`src/rtl/seven_seg_pkg.sv`:
```
// Shared definitions for the 7-segment display path: glyph table ({g,f,e,d,c,b,a}, 1 = lit)
// and the capture FSM state type.
`timescale 1ns/1ps
package seven_seg_pkg;

  localparam logic [6:0] SEG_GLYPH_0 = 7'h3F;
  localparam logic [6:0] SEG_GLYPH_1 = 7'h06;
  localparam logic [6:0] SEG_GLYPH_2 = 7'h5B;
  localparam logic [6:0] SEG_GLYPH_3 = 7'h4F;
  localparam logic [6:0] SEG_GLYPH_4 = 7'h66;
  localparam logic [6:0] SEG_GLYPH_5 = 7'h6D;
  localparam logic [6:0] SEG_GLYPH_6 = 7'h7D;
  localparam logic [6:0] SEG_GLYPH_7 = 7'h07;
  localparam logic [6:0] SEG_GLYPH_8 = 7'h7F;
  localparam logic [6:0] SEG_GLYPH_9 = 7'h6F;
  localparam logic [6:0] SEG_GLYPH_A = 7'h77;
  localparam logic [6:0] SEG_GLYPH_B = 7'h7C;
  localparam logic [6:0] SEG_GLYPH_C = 7'h39;
  localparam logic [6:0] SEG_GLYPH_D = 7'h5E;
  localparam logic [6:0] SEG_GLYPH_E = 7'h79;
  localparam logic [6:0] SEG_GLYPH_F = 7'h71;

  typedef enum logic [1:0] {
    IDLE,
    SETTLE,
    CAPTURED
  } cap_state_t;

endpackage

```
`src/rtl/seven_seg_glyph_lookup.sv`:
```
// Combinational reverse glyph lookup: segment pattern -> hex nibble, with a flag for
// patterns that are not one of the 16 legal glyphs.
`timescale 1ns/1ps
module seven_seg_glyph_lookup
  import seven_seg_pkg::*;
(
  input  logic [6:0] pattern,
  output logic       illegal,
  output logic [3:0] nibble
);

  always_comb begin
    // NOTE: every output gets a default before the case so no path leaves it unassigned (no latch).
    illegal = 1'b0;
    nibble  = 4'h0;
    case (pattern)
      SEG_GLYPH_0: nibble = 4'h0;
      SEG_GLYPH_1: nibble = 4'h1;
      SEG_GLYPH_2: nibble = 4'h2;
      SEG_GLYPH_3: nibble = 4'h3;
      SEG_GLYPH_4: nibble = 4'h4;
      SEG_GLYPH_5: nibble = 4'h5;
      SEG_GLYPH_6: nibble = 4'h6;
      SEG_GLYPH_7: nibble = 4'h7;
      SEG_GLYPH_8: nibble = 4'h8;
      SEG_GLYPH_9: nibble = 4'h9;
      SEG_GLYPH_A: nibble = 4'hA;
      SEG_GLYPH_B: nibble = 4'hB;
      SEG_GLYPH_C: nibble = 4'hC;
      SEG_GLYPH_D: nibble = 4'hD;
      SEG_GLYPH_E: nibble = 4'hE;
      SEG_GLYPH_F: nibble = 4'hF;
      default:     illegal = 1'b1;
    endcase
  end

endmodule

```
`src/rtl/seven_seg_capture.sv`:
```
// Receive side of a multiplexed 7-segment bus: waits for each digit to dwell stably,
// decodes its glyph and publishes one word per complete scan of all digits.
`timescale 1ns/1ps
module seven_seg_capture
  import seven_seg_pkg::*;
#(
  parameter int N_DIGITS      = 4,
  parameter int STABLE_CYCLES = 8,
  parameter bit AN_ACTIVE_LOW = 1'b1
) (
  input  logic                  clk,
  input  logic                  rst_n,
  input  logic [6:0]            seg_in,
  input  logic [N_DIGITS-1:0]   an_in,
  input  logic                  clear,
  output logic [4*N_DIGITS-1:0] word_out,
  output logic                  word_valid,
  output logic [N_DIGITS-1:0]   digit_err,
  output logic                  err_any
);

  localparam int               CNT_W    = $clog2(STABLE_CYCLES) + 1;
  localparam logic [CNT_W-1:0] CNT_LAST = CNT_W'(STABLE_CYCLES - 1);

  logic [6:0]            seg_meta, seg_sync, prev_seg;
  logic [N_DIGITS-1:0]   an_meta, an_sync, an_norm, prev_an;
  logic                  changed, one_hot, capture;
  cap_state_t            state_q, state_d;
  logic [CNT_W-1:0]      cnt_q, cnt_d;
  logic                  illegal;
  logic [3:0]            nibble;
  logic [N_DIGITS-1:0]   seen_q, ferr_q, seen_base, ferr_base;
  logic                  frame_done;
  logic [4*N_DIGITS-1:0] slots_q;

  assign an_norm = AN_ACTIVE_LOW ? ~an_sync : an_sync;
  assign changed = (seg_sync != prev_seg) || (an_norm != prev_an);
  assign one_hot = (an_norm != '0) && ((an_norm & (an_norm - N_DIGITS'(1))) == '0);

  seven_seg_glyph_lookup u_lookup (
    .pattern (seg_sync),
    .illegal (illegal),
    .nibble  (nibble)
  );

  always_ff @(posedge clk or negedge rst_n) begin
    if (!rst_n) begin
      seg_meta <= '0;
      seg_sync <= '0;
      an_meta  <= '0;
      an_sync  <= '0;
      prev_seg <= '0;
      prev_an  <= '0;
      state_q  <= IDLE;
      cnt_q    <= '0;
    end else begin
      // NOTE: non-blocking assignments so each flop samples the pre-edge value of its source.
      seg_meta <= seg_in;
      seg_sync <= seg_meta;
      an_meta  <= an_in;
      an_sync  <= an_meta;
      prev_seg <= seg_sync;
      prev_an  <= an_norm;
      state_q  <= state_d;
      cnt_q    <= cnt_d;
    end
  end

  // Any change restarts the dwell; only a one-hot digit select can lead to a capture.
  always_comb begin
    state_d = state_q;
    cnt_d   = cnt_q;
    capture = 1'b0;
    if (clear) begin
      state_d = IDLE;
      cnt_d   = '0;
    end else if (changed) begin
      cnt_d   = '0;
      state_d = one_hot ? SETTLE : IDLE;
    end else begin
      case (state_q)
        SETTLE: begin
          cnt_d = cnt_q + CNT_W'(1);
          if (cnt_d == CNT_LAST) begin
            capture = 1'b1;
            state_d = CAPTURED;
          end
        end
        default: ;
      endcase
    end
  end

  // NOTE: slot storage has no reset; it is only published after every slot has been rewritten.
  always_ff @(posedge clk) begin
    for (int k = 0; k < N_DIGITS; k++) begin
      if (capture && an_norm[k]) slots_q[4*k +: 4] <= nibble;
    end
  end

  // A full seen mask is published one cycle after the capture that filled it.
  assign frame_done = &seen_q;
  assign seen_base  = frame_done ? '0 : seen_q;
  assign ferr_base  = frame_done ? '0 : ferr_q;

  always_ff @(posedge clk or negedge rst_n) begin
    if (!rst_n) begin
      seen_q     <= '0;
      ferr_q     <= '0;
      word_out   <= '0;
      digit_err  <= '0;
      err_any    <= 1'b0;
      word_valid <= 1'b0;
    end else begin
      word_valid <= 1'b0;
      if (clear) begin
        seen_q <= '0;
        ferr_q <= '0;
      end else begin
        if (frame_done) begin
          word_out   <= slots_q;
          digit_err  <= ferr_q;
          err_any    <= |ferr_q;
          word_valid <= 1'b1;
        end
        seen_q <= capture ? (seen_base | an_norm) : seen_base;
        ferr_q <= capture ? ((ferr_base & ~an_norm) | (illegal ? an_norm : '0)) : ferr_base;
      end
    end
  end

endmodule

```
`config.mk`:
```
export PLATFORM = sky130hd
export DESIGN_NAME = seven_seg_capture
export DESIGN_NICKNAME = d
export VERILOG_FILES = /design/src/rtl/seven_seg_pkg.sv /design/src/rtl/seven_seg_glyph_lookup.sv /design/src/rtl/seven_seg_capture.sv
export SDC_FILE = /design/constraint.sdc
export NUM_CORES = 1
export LEC_CHECK = 0
export ABC_CLOCK_PERIOD_IN_PS = 2100
export BUFFER_PORTS_ARGS = -buffer_cell sky130_fd_sc_hd__buf_2
export CORE_MARGIN = 1.5
export CORE_UTILIZATION = 45
export DETAILED_ROUTE_END_ITERATION = 6
export RECOVER_POWER = 50
export SYNTH_ARGS = -nofsm -noshare
export SYNTH_HDL_FRONTEND = slang
export SYNTH_SLANG_ARGS = --single-unit
```
`constraint.sdc`:
```
create_clock -name clk -period 2.1 [get_ports clk]
set_input_delay 0.21 -clock clk [delete_from_list [all_inputs] [get_ports clk]]
set_output_delay 0.21 -clock clk [all_outputs]
set_load 0.05 [all_outputs]
```
# [After elaboration in Yosys (flattened, before gate mapping)]
# Index checks and enable logic that the tools add are counted.
[totals] wordCells=84 input_bits=14 output_inout_bits=22 regBits=85
[classes] n_reduce_logical=15 addsub=2 mux=22 n_bitwise=7 n_eq_ne=20
[op_table] cell="== test 7 bit, second input constant" count=12
[op_table] cell="one-hot mux 4 bit (15 select lines)" count=1
[op_table] cell="2-to-1 mux 4 bit" count=10
[op_table] cell="OR reduction 16 bit" count=1
[op_table] cell="== test 7 x 3 -> 1 bit, second input constant" count=2
[op_table] cell="== test 7 x 6 -> 1 bit, second input constant" count=2
[op_table] cell="AND 4 bit" count=2
[op_table] cell="2-to-1 mux 2 bit" count=4
[op_table] cell="NOT 4 bit" count=2
[op_table] cell="OR 4 bit" count=2
[op_table] cell="2-to-1 mux 1 bit" count=7
[op_table] cell="!= test 7 bit" count=1
[op_table] cell="nonzero test 3 bit" count=2
[op_table] cell="logical AND 1 bit" count=5
[op_table] cell="AND reduction 5 bit" count=1
[op_table] cell="adder 4 x 1 -> 4 bit, second input constant" count=1
[op_table] cell="== test 4 x 3 -> 1 bit, second input constant" count=1
[op_table] cell="logical NOT 4 bit" count=1
[op_table] cell="!= test 4 bit" count=1
[op_table] cell="AND reduction 4 bit" count=1
[op_table] cell="nonzero test 4 bit" count=1
[op_table] cell="OR reduction 4 bit" count=1
[op_table] cell="subtractor 4 x 1 -> 4 bit, second input constant" count=1
[op_table] cell="== test 2 x 1 -> 1 bit, second input constant" count=1
[op_table] cell="3 further kinds" count=3

# [Longest topological paths before layout]
[depth] ltp_word=8 mapped_depth=6 mapped_depth_nobuf=6

# [Hierarchy]
# A second synthesis with hierarchy kept.
[hier_totals] cells_unflattened=245 hier_area_um2=3479.6
[by_module_without_submodules] module="seven_seg_capture" n_inst=1 area_per_inst_um2=3099.2 cells_each=191 seq_area_each_um2=2207.1
[by_module_without_submodules] module="seven_seg_glyph_lookup" n_inst=1 area_per_inst_um2=380.4 cells_each=54 seq_area_each_um2=0.0

# [Least setup slack after synthesis]
# OpenSTA, ideal clock, no wires.
[synth_path] path_kind="register to register" start="register seg_sync[6]" end="register slots_q[4], enable pin" path_buffers=1 setup_ps=329 required_time_ps=1771 synth_period_minus_slack_ps=1828 t_arrival_ps=1498 stages_incl_launch_ff=7 slack_ps=272 path_cell_list="dfrtp_1 > buf_6 > xnor2_1 > nand4_2 > nor4_4 > nand2_1 > nor2_1"
[synth_between] elab_chain_len=5
[synth_lines] element="from (decl)" line_no="seven_seg_capture.sv:25" source="logic [6:0] seg_meta, seg_sync, prev_seg;"
[synth_lines] element="from (signal assigned)" line_no="seven_seg_capture.sv:59" source="seg_sync <= seg_meta;"
[synth_lines] element="!= test 7 bit" line_no="seven_seg_capture.sv:37" source="assign changed = (seg_sync != prev_seg) || (an_norm != prev_an);"
[synth_lines] element="logical OR 1 bit" line_no="seven_seg_capture.sv:37"
[synth_lines] element="2-to-1 mux 1 bit" line_no="seven_seg_capture.sv:77" source="end else if (changed) begin"
[synth_lines] element="2-to-1 mux 1 bit" line_no="seven_seg_capture.sv:74" source="if (clear) begin"
[synth_lines] element="logical AND 1 bit" line_no="seven_seg_capture.sv:97" source="if (capture && an_norm[k]) slots_q[4*k +: 4] <= nibble;"
[synth_lines] element="to (signal, indexed assignment)" line_no="seven_seg_capture.sv:97"
[synth_lines] element="to (decl)" line_no="seven_seg_capture.sv:34" source="logic [4*N_DIGITS-1:0] slots_q;"
# Every way passes these cells.
# A chain may end at the register's enable or synchronous reset.

# [Final worst setup path]
[layout_path] start="register seg_sync[1]" end="register ferr_q[2]"
[layout_between] elab_chain_len=6 word_cells_on_any_way=25 classes_between="eq/ne: 17; mux: 5; bitwise: 1; reduce/logical: 2"
[layout_lines] element="== test 7 x 6 -> 1 bit, or another cell as far along" line_no="seven_seg_glyph_lookup.sv:16" source="case (pattern)"
[layout_lines] element="OR reduction 16 bit (no source line) / logical OR 1 bit (equally long branches)"
[layout_lines] element="2-to-1 mux 4 bit / 2-to-1 mux 1 bit (equally long branches)" line_no="seven_seg_capture.sv:127, seven_seg_capture.sv:77"
[layout_lines] element="OR 4 bit / 2-to-1 mux 1 bit (equally long branches)" line_no="seven_seg_capture.sv:127, seven_seg_capture.sv:74"
[layout_lines] element="2-to-1 mux 4 bit *" line_no="seven_seg_capture.sv:127" source="ferr_q <= capture ? ((ferr_base & ~an_norm) | (illegal ? an_norm : '0)) : ferr_base;"
[layout_lines] element="2-to-1 mux 4 bit *" line_no="seven_seg_capture.sv:116" source="if (clear) begin"
[layout_lines] element="to (signal assigned)" line_no="seven_seg_capture.sv:127"
[layout_lines] element="to (decl)" line_no="seven_seg_capture.sv:32" source="logic [N_DIGITS-1:0] seen_q, ferr_q, seen_base, ferr_base;"
# Mark *: on every way between the ends. The rest lies on a longest branch, timed or not.

==> flow_metrics.tcl <==
set metrics [dict create \
    synth_ff_type "dfrtp_1" \
    via_count 2008 \
    seqPwrFrac_pct 53.3 \
    grtUsageTotal_pct 15.3 \
    timing.rr.end "ferr_q[2]$_DFF_PN0_" \
    max_cap_violations 0 \
    synthTopCellsByArea "dfrtp_1, edfxtp_1, mux2_2" \
    synth_common_cells "dfrtp_1, mux2_2, nand2_1, edfxtp_1, nor2_1" \
    io_pins 36 \
    final_cell_count_no_fill 409 \
    final-seq-area_mm2 0.00221 \
    routed_wl_mm 5.46 \
    met1_usage_pct 21.2 \
    critPathTopFamily "simple AND/OR/NAND/NOR gates" \
    p_leak_uw 0.00189 \
    slew-limit-headroom_pct 21.6 \
    reg2reg_from "seg_sync[1]$_DFF_PN0_" \
    die_y_um 89.0 \
    finalClockSkew_ps 10.6 \
    yosysUniqueCellTypes 49 \
    startpoint_type "register" \
    synth_async_sr_flop_share_pct 81.2 \
    p_per_area_mw_per_mm2 807 \
    grt_pass1_wl_mm 9.04 \
    syn_area_mm2 0.00333 \
    p_switching_uw 665 \
    cts_tree "built" \
    die_x_um 89.0 \
    ys_seq_elements 85 \
    h-tree-depth 3 \
    fillCellCount 620 \
    worst_slew_pin_slew_ps 1180 \
    cp-startpoint "seg_sync[1]$_DFF_PN0_" \
    top_usage_layer "met2" \
    cts_setup_buffers 0 \
    holdWs_ps 268 \
    fin_crit_ps 1940 \
    worstRegToRegCells 6 \
    finalPower_uw 3240 \
    insertion_delay_ps 340 \
    hold_viol_final 0 \
    drcViolationCount 0 \
    yosys.area.top_type_share_pct 51.9 \
    avgSynthCellArea_um2 13.6 \
    first_pass_iters 4 \
    antenna_found_initial 0 \
    cp_max_fo 12 \
    drt-initial-drc-count 93 \
    overflow 0 \
    grt_use_met3_pct 3.42 \
    antennaDiodeCount 0 \
    synth_top_area_cell "dfrtp_1" \
    cp_num_cells 6 \
    synth_most_common_cell "dfrtp_1" \
    worst_ir_drop_vdd_mv 0.461 \
    critical_path_arrival_ps 2160 \
    grt_setup_unrepaired "no" \
    numPortBuffers 35 \
    worstSetupPathType "register to register" \
    period_share_pct 92.2 \
    ant_nets 0 \
    clock_power_share_pct 41.3 \
    start_util_pct 46.1 \
    ys_seq_area_share_pct 66.3 \
    gp_congestion 0.821 \
    clock_path_buffers 2 \
    wl_per_cell_um 13.3 \
    yosysWarnings 0 \
    synth-edff-count 16 \
    crit_chain "clkbuf_1, or3b_2, a21oi_1, o21a_1, nand3b_1, mux2i_1" \
    slew_viol_final 0 \
    max_stage_delay_ps 520 \
    grt_start_max_net_pins 50 \
    hpwlAfterDp_mm 3.77 \
    multi_input_area_mm2 0.00100 \
    core_area_mm2 0.00721 \
    drive_gt1_share_pct 29.4 \
    layout.nets 321 \
    fp.dieArea_mm2 0.00792 \
    vias_per_cell 4.91 \
    internal-power_uw 2570 \
    comb_power_share_pct 5.4 \
    timing.critical_path.to "ferr_q[2]$_DFF_PN0_" \
    cp-end-kind "register" \
    rrSetupSlack_ps 160 \
    fmax_mhz 517 \
    swShare_pct 20.5 \
    numClockSinks 85 \
    worstPathRequired_ps 2320 \
    synth_fp_nets 260 \
    synth_cells 244 \
    rows 31 \
    cts_root_buf "clkbuf_8" \
    crit_buf_inv 1 \
    worstHoldPathType "input pin to register" \
    grt_use_met2_pct 23.3 \
    first_global_vias 1882 \
    layout-area-overhead-vs-synth_pct 20.6 \
    dp_cells 381 \
    clkTransAtPathRegs_ps 80 \
    setup_viol 0 \
    setup-tns-final_ps 0 \
    cpMaxStageDelayCell "or3b_2" \
    status "completed" \
    cts_made_buffers 9 \
]
flip-flops by register name (all words and copies together) (netlist names):
| register | count |
|---|---|
| seg_meta | 7 |
| ferr_q | 4 |
| slots_q | 16 |
| prev_an | 4 |
| seen_q | 4 |
| an_sync | 4 |
| an_meta | 4 |
| prev_seg | 7 |
| seg_sync | 7 |
| word_valid | 1 |
| err_any | 1 |
| word_out | 16 |
| state_q | 2 |
| digit_err | 4 |
| cnt_q | 4 |
worst reg2reg max path, stage by stage, from the launching register on:
cell and delay, ps:
dfrtp_1 400, clkbuf_1 260, or3b_2 520, a21oi_1 150
o21a_1 220, nand3b_1 180, mux2i_1 90
placed cells by master (no fill, tap or decap), drive strengths merged, types with 6 or more instances in the layout:
| cell | netlist | routed |
|---|---|---|
| o21ai | 9 | 9 |
| nand4 | 7 | 7 |
| dfrtp | 69 | 69 |
| nand2 | 17 | 17 |
| xnor2 | 10 | 10 |
| inv | 11 | 11 |
| dlygate4sd3 | 0 | 12 |
| buf | 10 | 43 |
| nor2 | 14 | 14 |
| edfxtp | 16 | 16 |
| xor2 | 6 | 6 |
| clkbuf | 3 | 18 |
| mux2 | 20 | 20 |
| nand3 | 8 | 8 |
power groups by stage:
stage               Sequential (µW)  Clock [µW]  Combinational [µW]
floorplan                      1760           0                90.8
global placement               1760           0                 165
detailed placement             1760           0                 166
CTS                            1730        1380                 184
global route                   1730        1450                 196
finish                         1730        1340                 175
layer usage:
metal,share of wire [%],up-vias
li1,-,974
met1,48,978
met4,1.6,0
met2,46,46
met5,0,-
met3,3.7,10
how the worst min path moves through the flow:
stage                     cells past startpoint                endpoint  start
after global routing                          2  state_q[0]$_DFFE_PN0P_  clear
final                                         2  state_q[0]$_DFFE_PN0P_  clear
after global placement                        1    word_valid$_DFF_PN0_  rst_n
after CTS                                     2  state_q[0]$_DFFE_PN0P_  clear
after detailed placement                      1     err_any$_DFFE_PN0P_  rst_n
after floorplan                               0    an_meta[0]$_DFF_PN0_  rst_n
area by class of cell:
class	instances	area share (%)
Sequential cell	85	55.0
Multi-Input combinational cell	135	25.0
Timing Repair Buffer	63	9.97
Clock buffer	10	3.18
Tap cell	99	3.08
Clock inverter	6	2.77
Inverter	11	1.03
cells by family (layout without fill, tap and decap cells):
kind of cell	after synthesis	in the layout	share of synthesized area, %
buf+inv	24	90	3.76
mux	23	23	7.67
flops	85	85	66.3
compound gates	29	29	5.98
xor+xnor	16	16	4.43
simple gates	65	65	11.1
fa+ha+maj	2	2	0.751
timing repair:
| action | 4_1_cts | 5_1_grt |
|---|---|---|
| hold buffers | 12 | 0 |
| endpoints found under the hold margin | 31 | 0 |
| resized for setup | 0 | 2 |
| endpoints found under the setup margin | 0 | 6 |
per-stage QoR:
step / worst slack, ps / util, % / area [µm²]
2_1_floorplan: 272 / - / 3330
5_1_grt: 49.3 / 55.7 / 4020
3_3_place_gp: 177 / 51.0 / 3680
3_5_place_dp: 130 / 51.0 / 3680
6_report: 164 / 55.7 / 4020
4_1_cts: 118 / 56.0 / 4040
Power figures use the tool's default switching activity.
